[src/rtl/eco32f_pkg.sv]
// Shared encodings for the eco32f multiply/divide unit: divider FSM states and
// bit positions of the operation-select vector built from the ex_op_* strobes.
package eco32f_pkg;

    typedef enum logic [1:0] {
        ST_IDLE = 2'd0,
        ST_DIV  = 2'd1,
        ST_FIX  = 2'd2,
        ST_DONE = 2'd3
    } div_state_e;

    localparam int OP_MUL  = 0;
    localparam int OP_DIV  = 1;
    localparam int OP_DIVU = 2;
    localparam int OP_REM  = 3;
    localparam int OP_REMU = 4;
    localparam int OP_W    = 5;

endpackage

[src/rtl/eco32f_mul_pipe.sv]
// Fixed-latency low-half multiplier: the product is formed at issue and carried
// down a register chain alongside a valid bit; flush kills everything in flight.
module eco32f_mul_pipe #(
    parameter int WIDTH      = 32,
    parameter int MUL_STAGES = 2
) (
    input  logic             clk,
    input  logic             rst,
    input  logic             flush,
    input  logic             in_valid,
    input  logic [WIDTH-1:0] x,
    input  logic [WIDTH-1:0] y,
    output logic             out_valid,
    output logic [WIDTH-1:0] product
);

    logic [WIDTH-1:0] prod_in;
    assign prod_in = x * y;

    // The output register in the parent supplies the last stage of latency.
    generate
        if (MUL_STAGES == 1) begin : g_comb
            assign out_valid = in_valid;
            assign product   = prod_in;
        end else begin : g_pipe
            logic [MUL_STAGES-2:0] vld_q;
            logic [WIDTH-1:0]      prod_q [MUL_STAGES-1];

            // NOTE: non-blocking so each stage captures its neighbour's pre-edge value.
            always_ff @(posedge clk) begin
                if (rst || flush) begin
                    vld_q <= '0;
                end else begin
                    vld_q[0] <= in_valid;
                    for (int i = 1; i < MUL_STAGES - 1; i++) vld_q[i] <= vld_q[i-1];
                end
            end

            // NOTE: product data is not reset; the valid bits alone say whether it means anything.
            always_ff @(posedge clk) begin
                prod_q[0] <= prod_in;
                for (int i = 1; i < MUL_STAGES - 1; i++) prod_q[i] <= prod_q[i-1];
            end

            assign out_valid = vld_q[MUL_STAGES-2];
            assign product   = prod_q[MUL_STAGES-2];
        end
    endgenerate

endmodule

[src/rtl/eco32f_muldiv.sv]
// EX-stage multiply/divide unit: pipelined multiply plus a radix-2 restoring
// divider (signed/unsigned quotient and remainder) sharing one result bus.
module eco32f_muldiv #(
    parameter int WIDTH      = 32,
    parameter int MUL_STAGES = 2
) (
    input  logic             clk,
    input  logic             rst,
    input  logic             flush,
    input  logic             ex_valid,
    input  logic             ex_op_mul,
    input  logic             ex_op_div,
    input  logic             ex_op_divu,
    input  logic             ex_op_rem,
    input  logic             ex_op_remu,
    input  logic [WIDTH-1:0] ex_x,
    input  logic [WIDTH-1:0] ex_y,
    output logic             busy,
    output logic             res_valid,
    output logic [WIDTH-1:0] result,
    output logic             div_zero
);

    import eco32f_pkg::*;

    localparam int CNT_W = $clog2(WIDTH) + 1;

    div_state_e       state_q, state_d;
    logic [OP_W-1:0]  op_sel;
    logic             accept, mul_issue, div_issue;
    logic             signed_op, rem_op, x_neg, y_neg;
    logic [WIDTH-1:0] x_mag, y_mag;

    logic [WIDTH-1:0] quo_q, rem_q, dvs_q;
    logic [CNT_W-1:0] cnt_q;
    logic             q_neg_q, r_neg_q, rem_op_q, zero_q;
    logic [WIDTH:0]   trial, diff;
    logic             fits;
    logic [WIDTH-1:0] quo_fix, rem_fix, div_result;

    logic             mul_valid;
    logic [WIDTH-1:0] mul_product;

    assign op_sel[OP_MUL]  = ex_op_mul;
    assign op_sel[OP_DIV]  = ex_op_div;
    assign op_sel[OP_DIVU] = ex_op_divu;
    assign op_sel[OP_REM]  = ex_op_rem;
    assign op_sel[OP_REMU] = ex_op_remu;

    assign busy      = (state_q == ST_DIV) || (state_q == ST_FIX);
    assign accept    = ex_valid && !busy && !flush;
    assign mul_issue = accept && op_sel[OP_MUL];
    assign div_issue = accept && (op_sel[OP_DIV] || op_sel[OP_DIVU] ||
                                  op_sel[OP_REM] || op_sel[OP_REMU]);

    // Divide magnitudes; MIN's magnitude 2^(WIDTH-1) is still exact as unsigned.
    assign signed_op = op_sel[OP_DIV] || op_sel[OP_REM];
    assign rem_op    = op_sel[OP_REM] || op_sel[OP_REMU];
    assign x_neg     = signed_op && ex_x[WIDTH-1];
    assign y_neg     = signed_op && ex_y[WIDTH-1];
    assign x_mag     = x_neg ? -ex_x : ex_x;
    assign y_mag     = y_neg ? -ex_y : ex_y;

    eco32f_mul_pipe #(
        .WIDTH      (WIDTH),
        .MUL_STAGES (MUL_STAGES)
    ) u_mul_pipe (
        .clk       (clk),
        .rst       (rst),
        .flush     (flush),
        .in_valid  (mul_issue),
        .x         (ex_x),
        .y         (ex_y),
        .out_valid (mul_valid),
        .product   (mul_product)
    );

    // One restoring step: shift the next dividend bit into the partial remainder.
    assign trial = {rem_q, quo_q[WIDTH-1]};
    assign diff  = trial - {1'b0, dvs_q};
    assign fits  = !diff[WIDTH];

    always_ff @(posedge clk) begin
        if (div_issue) begin
            quo_q    <= x_mag;
            rem_q    <= '0;
            dvs_q    <= y_mag;
            cnt_q    <= CNT_W'(WIDTH - 1);
            q_neg_q  <= x_neg ^ y_neg;
            r_neg_q  <= x_neg;
            rem_op_q <= rem_op;
            zero_q   <= (ex_y == '0);
        end else if (state_q == ST_DIV) begin
            quo_q <= {quo_q[WIDTH-2:0], fits};
            rem_q <= fits ? diff[WIDTH-1:0] : trial[WIDTH-1:0];
            cnt_q <= cnt_q - CNT_W'(1);
        end
    end

    assign quo_fix    = q_neg_q ? -quo_q : quo_q;
    assign rem_fix    = r_neg_q ? -rem_q : rem_q;
    assign div_result = zero_q ? '0 : (rem_op_q ? rem_fix : quo_fix);

    always_ff @(posedge clk) begin
        if (rst) state_q <= ST_IDLE;
        else     state_q <= state_d;
    end

    always_comb begin
        // NOTE: default first so every path assigns state_d and no latch is inferred.
        state_d = state_q;
        unique case (state_q)
            ST_IDLE, ST_DONE: state_d = div_issue ? ST_DIV : ST_IDLE;
            ST_DIV:           if (cnt_q == '0) state_d = ST_FIX;
            ST_FIX:           state_d = ST_DONE;
            default:          state_d = ST_IDLE;
        endcase
        if (flush) state_d = ST_IDLE;
    end

    // Result register holds the last value between pulses; flush suppresses the pulse.
    always_ff @(posedge clk) begin
        if (rst) begin
            res_valid <= 1'b0;
            result    <= '0;
            div_zero  <= 1'b0;
        end else begin
            res_valid <= 1'b0;
            if (!flush) begin
                if (state_q == ST_FIX) begin
                    res_valid <= 1'b1;
                    result    <= div_result;
                    div_zero  <= zero_q;
                end else if (mul_valid) begin
                    res_valid <= 1'b1;
                    result    <= mul_product;
                    div_zero  <= 1'b0;
                end
            end
        end
    end

endmodule

[config.mk]
export PLATFORM = sky130hd
export DESIGN_NAME = eco32f_muldiv
export DESIGN_NICKNAME = d
export VERILOG_FILES = /design/src/rtl/eco32f_pkg.sv /design/src/rtl/eco32f_mul_pipe.sv /design/src/rtl/eco32f_muldiv.sv
export SDC_FILE = /design/constraint.sdc
export NUM_CORES = 2
export LEC_CHECK = 0
export CAP_MARGIN = 20
export CELL_PAD_IN_SITES_DETAIL_PLACEMENT = 0
export CELL_PAD_IN_SITES_GLOBAL_PLACEMENT = 1
export CORE_MARGIN = 5
export CORE_UTILIZATION = 28
export DETAILED_ROUTE_END_ITERATION = 7
export GPL_TIMING_DRIVEN = 1
export PLACE_DENSITY_LB_ADDON = 0.1
export SYNTH_ARGS = -nofsm -noshare
export SYNTH_HDL_FRONTEND = slang
export SYNTH_HIERARCHICAL = 1
export SYNTH_SLANG_ARGS = --single-unit
export TNS_END_PERCENT = 10
[constraint.sdc]
create_clock -name clk -period 10.4 [get_ports clk]
set_input_delay 2.08 -clock clk [delete_from_list [all_inputs] [get_ports clk]]
set_output_delay 2.08 -clock clk [all_outputs]
set_load 0.02 [all_outputs]
== Yosys cells after proc, flatten, opt, wreduce, memory -nomap -nowiden ==
Memories as Yosys holds them, arrays and structs flattened.
Index checks and enable logic that the tools add are counted.
W data, S select, Z words.

* Flip-flop bits (word level): 143
* Bits in writable memories: 32
* Memories kept: 1

{| class="wikitable"
|+ Memory list
! memory !! depth !! width !! rd ports !! clocked after memory_dff !! wr ports !! line !! source
|-
| u_mul_pipe.g_pipe.prod_q || 1 || 32 || 1 || 0 || 1 || eco32f_mul_pipe.sv:27 || <nowiki>logic [WIDTH-1:0] prod_q [MUL_STAGES-1];</nowiki>
|}

* Add/subtract/negate cells: 6
* Multiply operators: 1
* Equal/unequal tests: 4
* Mux-type cells: 18
* Bitwise logic cells: 2
* Reductions and logical operators: 24

{| class="wikitable"
|+ Operators by type and width
! kind !! number
|-
| $mux W32 || 11
|-
| $neg A32 Y32 || 4
|-
| $sub A33 B32 Y33 || 1
|-
| $logic_not A32 Y1 || 1
|-
| $mul A32 B32 Y32 || 1
|-
| $logic_or A1 B1 Y1 || 7
|-
| $logic_and A1 B1 Y1 || 6
|-
| $logic_not A6 Y1 || 1
|-
| $pmux W2 S3 || 1
|-
| $sub A6 B1 Y6 const B || 1
|-
| $mux W1 || 5
|-
| $eq A2 B2 Y1 const B || 2
|-
| $reduce_bool A2 Y1 || 2
|-
| $reduce_or A2 Y1 || 2
|-
| $logic_not A1 Y1 || 3
|-
| $eq A2 B1 Y1 const B || 1
|-
| $logic_not A2 Y1 || 1
|-
| $mux W2 || 1
|-
| $ne A2 B1 Y1 const B || 1
|-
| $reduce_and A2 Y1 || 1
|-
| $not A1 Y1 || 1
|-
| $xor A1 B1 Y1 || 1
|}

== Depth between registers and ports, before layout ==
* Depth after elaboration: 8
* Mapped depth: 29

== By module ==
The synthesis kept the hierarchy.

{| class="wikitable"
|+ Modules (own cells, without submodules)
! module !! instances !! cells an instance !! area each (um^2)
|-
| eco32f_mul_pipe || 1 || 1788 || 16636.0
|-
| eco32f_muldiv || 1 || 1350 || 10860.4
|}

== Least setup slack after synthesis ==
No wires, ideal clock.

* Kind: input -> register
* Start: input port ex_y[2]
* End: memory u_mul_pipe.g_pipe.prod_q[0][31]
* Arrival: 8554 ps
* Data required time: 10279 ps
* Slack: 1725 ps
* Stages: 27
* Buffers on the path: 3
* Path through: clkbuf_1 -> clkbuf_1 -> and2_1 -> fa_1 -> inv_1 -> fa_1 -> fa_1 -> fa_1 -> inv_1 -> fa_1 -> inv_1 -> fa_1 -> inv_1 -> fa_1 -> inv_1 -> fa_1 -> inv_1 -> ha_1 -> buf_6 -> a21oi_1 -> o21ai_0 -> a31oi_4 -> o31ai_4 -> a221o_1 -> a211oi_2 -> a21oi_2 -> xnor2_1

* Longest elaborated chain between the ends: 1

{| class="wikitable"
|+ Ends and longest elaborated chain
! what !! line !! source
|-
| start, declared || eco32f_muldiv.sv:17 || <nowiki>input logic [WIDTH-1:0] ex_y,</nowiki>
|-
| $mul A32 B32 Y32 || eco32f_mul_pipe.sv:18 || <nowiki>assign prod_in = x * y;</nowiki>
|-
| named net u_mul_pipe.prod_in[31] || eco32f_mul_pipe.sv:17 || <nowiki>logic [WIDTH-1:0] prod_in;</nowiki>
|-
| end, declared || eco32f_mul_pipe.sv:27 ||
|}

The timed path passes the listed nets, and every way through them passes these cells.

== Worst setup path after layout ==
Same ends and word-level chain as after synthesis.

==> qor.yml <==
synth:
  synth-edff-count: 68
  mappedNetlistArea_um2: 27500
  synthDistinctLibCells: 89
  number_of_nets_in_the_synthesized_netlist: 3782
  postSynthAreaPerCell_um2: 8.76
  synthesis.yosys.warnings: 6
  prevailing_post_synth_register_cell: "sky130_fd_sc_hd__dfxtp_1"
  synth-seq-area-share_pct: 15.2
  synthesis.instances: 3138
  synth-async-reset-ratio_pct: 0
  synth_register_bits: 175
die:
  floorplan.initialDensity_pct: 28.1
  die_w_um: 323
  design.core.area_um2: 98000
  die-area_um2: 105000
  floorplan.rows: 115
  chipHeight_um: 323
  design.portCount: 108
timing:
  clock-skew-final_ns: 0.0127
  period_share_pct: 90.6
  finalHoldViolations: 0
  tightestPinTransition_ns: 1.06
  max_freq_mhz: 106
  period_minus_slack_ns: 9.42
  max-slew-margin-rel_pct: 29.0
  finalWorstSetupSlack_ns: 0.978
  whs_ns: 0.497
  drv_slew: 0
  final-setup-viol-count: 0
  fin_tns_setup_ns: 0
  grt_setup_unrepaired: "false"
worst_setup_path:
  crit_type: "in2reg"
  critPathLaunchType: "primary input"
  critPathArrivalTime_ns: 9.76
  worstSetupEndpointType: "register"
  cp_max_fo: 21
  worstPathRequired_ns: 10.73
place:
  io_buffers: 107
  placed_wire_length_estimate_after_detailed_placement_mm: 86.4
  place_worst_setup_slack_ns: 0.520
  globalplace.congestion: 0.838
min_path:
  min-delay-path-class: "reg2reg"
drt:
  drtIter0Drc: 1427
  post-route-drc-count: 0
  routed_wire_length_per_instance_um: 23.4
  drt-total-wl_mm: 105
  vias: 22200
  detailedRoute.firstPassIterationCount: 5
  routed_via_density: 4.94
  antenna_left: 0
grt:
  grt_pass1_wl_mm: 158
  track_usage_pct: 20.1
  gr-total-overflow: 0
  antenna_found_initial: 11
  grt_max_degree: 78
  grt_pass1_vias: 23500
clocking:
  clkSlewWorstSetupHoldPaths_ns: 0.08
  ctsLongestPathBuffers: 2
  cts_made_buffers: 17
  post_cts_resized: 0
  clock_tree.root_cell: "sky130_fd_sc_hd__clkbuf_16"
  cts_h_tree_lvls: 4
  post_cts_setup_repair_bufs: 0
  clock_insertion_delay_worst_skew_ns: 0.46
  cts_hold_buf: 0
  tritoncts_clock_tree: "done"
  cts.sink_count: 175
finish:
  post_route_cells_drive_above_1_share_pct: 4.88
  flow.area_growth_from_synthesis_pct: 11.7
  final_net_count: 3827
flow_run:
  cap_violations: 0
outcome:
  outcome: "complete, no violations"
worst paths after layout:
kind | slack, ns | to | depth (start not counted) | start
setup / recovery | 0.98 | u_mul_pipe/g_pipe.prod_q[0][31] | 24 | ex_y[2]
setup reg to reg | 5.78 | quo_q[0] | 12 | quo_q[31]
hold / removal | 0.50 | cnt_q[0] | 2 | cnt_q[0]
hold reg to reg | 0.50 | cnt_q[0] | 2 | cnt_q[0]
layout by cell type, fill, tap and decap left out, drive strengths merged, types with 62 or more instances in the layout:
cell / Yosys / layout
fa: 409 / 409
edfxtp: 68 / 68
inv: 479 / 484
buf: 14 / 82
nand2: 293 / 293
ha: 162 / 162
a21oi: 117 / 117
xnor2: 142 / 142
nor3: 62 / 62
clkdlybuf4s50: 0 / 105
xor2: 85 / 85
and2: 377 / 377
o21ai: 147 / 147
dfxtp: 107 / 107
nor2: 116 / 116
cell usage after synthesis, types with 7 or more instances:
master	number	area, um^2
sky130_fd_sc_hd__inv_1	478	1790
sky130_fd_sc_hd__fa_1	409	8190
sky130_fd_sc_hd__and2_1	375	2350
sky130_fd_sc_hd__nand2_1	293	1100
sky130_fd_sc_hd__ha_1	162	2030
sky130_fd_sc_hd__clkbuf_1	143	537
sky130_fd_sc_hd__xnor2_1	142	1240
sky130_fd_sc_hd__o21ai_0	140	701
sky130_fd_sc_hd__a21oi_1	116	581
sky130_fd_sc_hd__nor2_1	115	432
sky130_fd_sc_hd__dfxtp_1	107	2140
sky130_fd_sc_hd__xor2_1	85	744
sky130_fd_sc_hd__edfxtp_1	68	2040
sky130_fd_sc_hd__nor3_1	61	305
sky130_fd_sc_hd__nand3_1	42	210
sky130_fd_sc_hd__a211oi_1	31	233
sky130_fd_sc_hd__a31oi_1	27	169
sky130_fd_sc_hd__o31ai_1	26	195
sky130_fd_sc_hd__a21o_1	21	158
sky130_fd_sc_hd__nand4_1	19	119
sky130_fd_sc_hd__or3_1	18	113
sky130_fd_sc_hd__nand2b_1	15	93.8
sky130_fd_sc_hd__nor2b_1	14	87.6
sky130_fd_sc_hd__a221oi_1	13	114
sky130_fd_sc_hd__and3_1	12	75.1
sky130_fd_sc_hd__o41ai_1	12	105
sky130_fd_sc_hd__nor4_1	11	68.8
sky130_fd_sc_hd__or2_2	10	62.6
sky130_fd_sc_hd__o21a_1	9	67.6
sky130_fd_sc_hd__o22ai_1	9	56.3
sky130_fd_sc_hd__nor3b_1	7	52.6
sky130_fd_sc_hd__o211ai_1	7	52.6
sky130_fd_sc_hd__o21ai_1	7	35.0
sky130_fd_sc_hd__o21bai_1	7	52.6
routing by layer:
metal / track usage, % / vias up / part of all wire, %
li1: - / 10200 / -
met2: 32.9 / 520 / 46
met4: 3.44 / 2 / 1.4
met5: 0 / - / 0.012
met1: 29.5 / 11400 / 49
met3: 1.78 / 78 / 3.9
registers in the layout (all words and copies together), names as in the netlist, 2 cells and up:
signal                    count
rem_q                        32
dvs_q                        32
u_mul_pipe/g_pipe.prod_q     32
quo_q                        32
state_q                       2
result                       32
cnt_q                         6
critical path: stages:
cell	delay, ns
sky130_fd_sc_hd__clkdlybuf4s50_1	0.80
sky130_fd_sc_hd__buf_4	0.43
sky130_fd_sc_hd__and2_1	0.19
sky130_fd_sc_hd__fa_1	0.54
sky130_fd_sc_hd__inv_1	0.06
sky130_fd_sc_hd__fa_1	0.51
sky130_fd_sc_hd__fa_1	0.56
sky130_fd_sc_hd__fa_1	0.51
sky130_fd_sc_hd__inv_1	0.05
sky130_fd_sc_hd__fa_1	0.52
sky130_fd_sc_hd__fa_1	0.44
sky130_fd_sc_hd__fa_1	0.54
sky130_fd_sc_hd__inv_1	0.05
sky130_fd_sc_hd__fa_1	0.53
sky130_fd_sc_hd__inv_1	0.04
sky130_fd_sc_hd__ha_1	0.35
sky130_fd_sc_hd__nand2_1	0.09
sky130_fd_sc_hd__o211ai_1	0.12
sky130_fd_sc_hd__a21oi_1	0.27
sky130_fd_sc_hd__o21bai_4	0.08
sky130_fd_sc_hd__a221o_1	0.43
sky130_fd_sc_hd__a211oi_2	0.31
sky130_fd_sc_hd__a21oi_2	0.09
sky130_fd_sc_hd__xnor2_1	0.14
layout make-up:
class,count,area [um^2]
Fill cell,10300,67300
Timing Repair Buffer,188,1680
Antenna cell,5,12.5
Clock inverter,15,134
Inverter,480,1800
Sequential cell,175,4180
Clock buffer,17,425
Tap cell,1287,1610
Multi-Input combinational cell,2321,20900
logic make-up after synthesis:
family	share of synthesized area, %
AO/OA/AOI/OAI	11.9
XOR/XNOR	7.23
adder cells (fa/ha/maj)	37.1
buffers and inverters	9.10
flip-flops	15.2
multiplexers	0.259
AND/OR/NAND/NOR	19.2
stage by stage:
| stage | std cells | utilization, % | cell area [um^2] |
|---|---|---|---|
| 2_1_floorplan | 3138 | - | 27500 |
| 4_1_cts | 4482 | 31.3 | 30700 |
| 3_5_place_dp | 4450 | 30.8 | 30100 |
| 5_1_grt | 4484 | 31.3 | 30700 |
| 6_report | 4488 | 31.3 | 30700 |
| 3_3_place_gp | 4450 | 30.8 | 30100 |
Power is left out: the tool's default activity adds up to more than one toggle a clock period on the data nets, which glitch-free logic cannot reach.
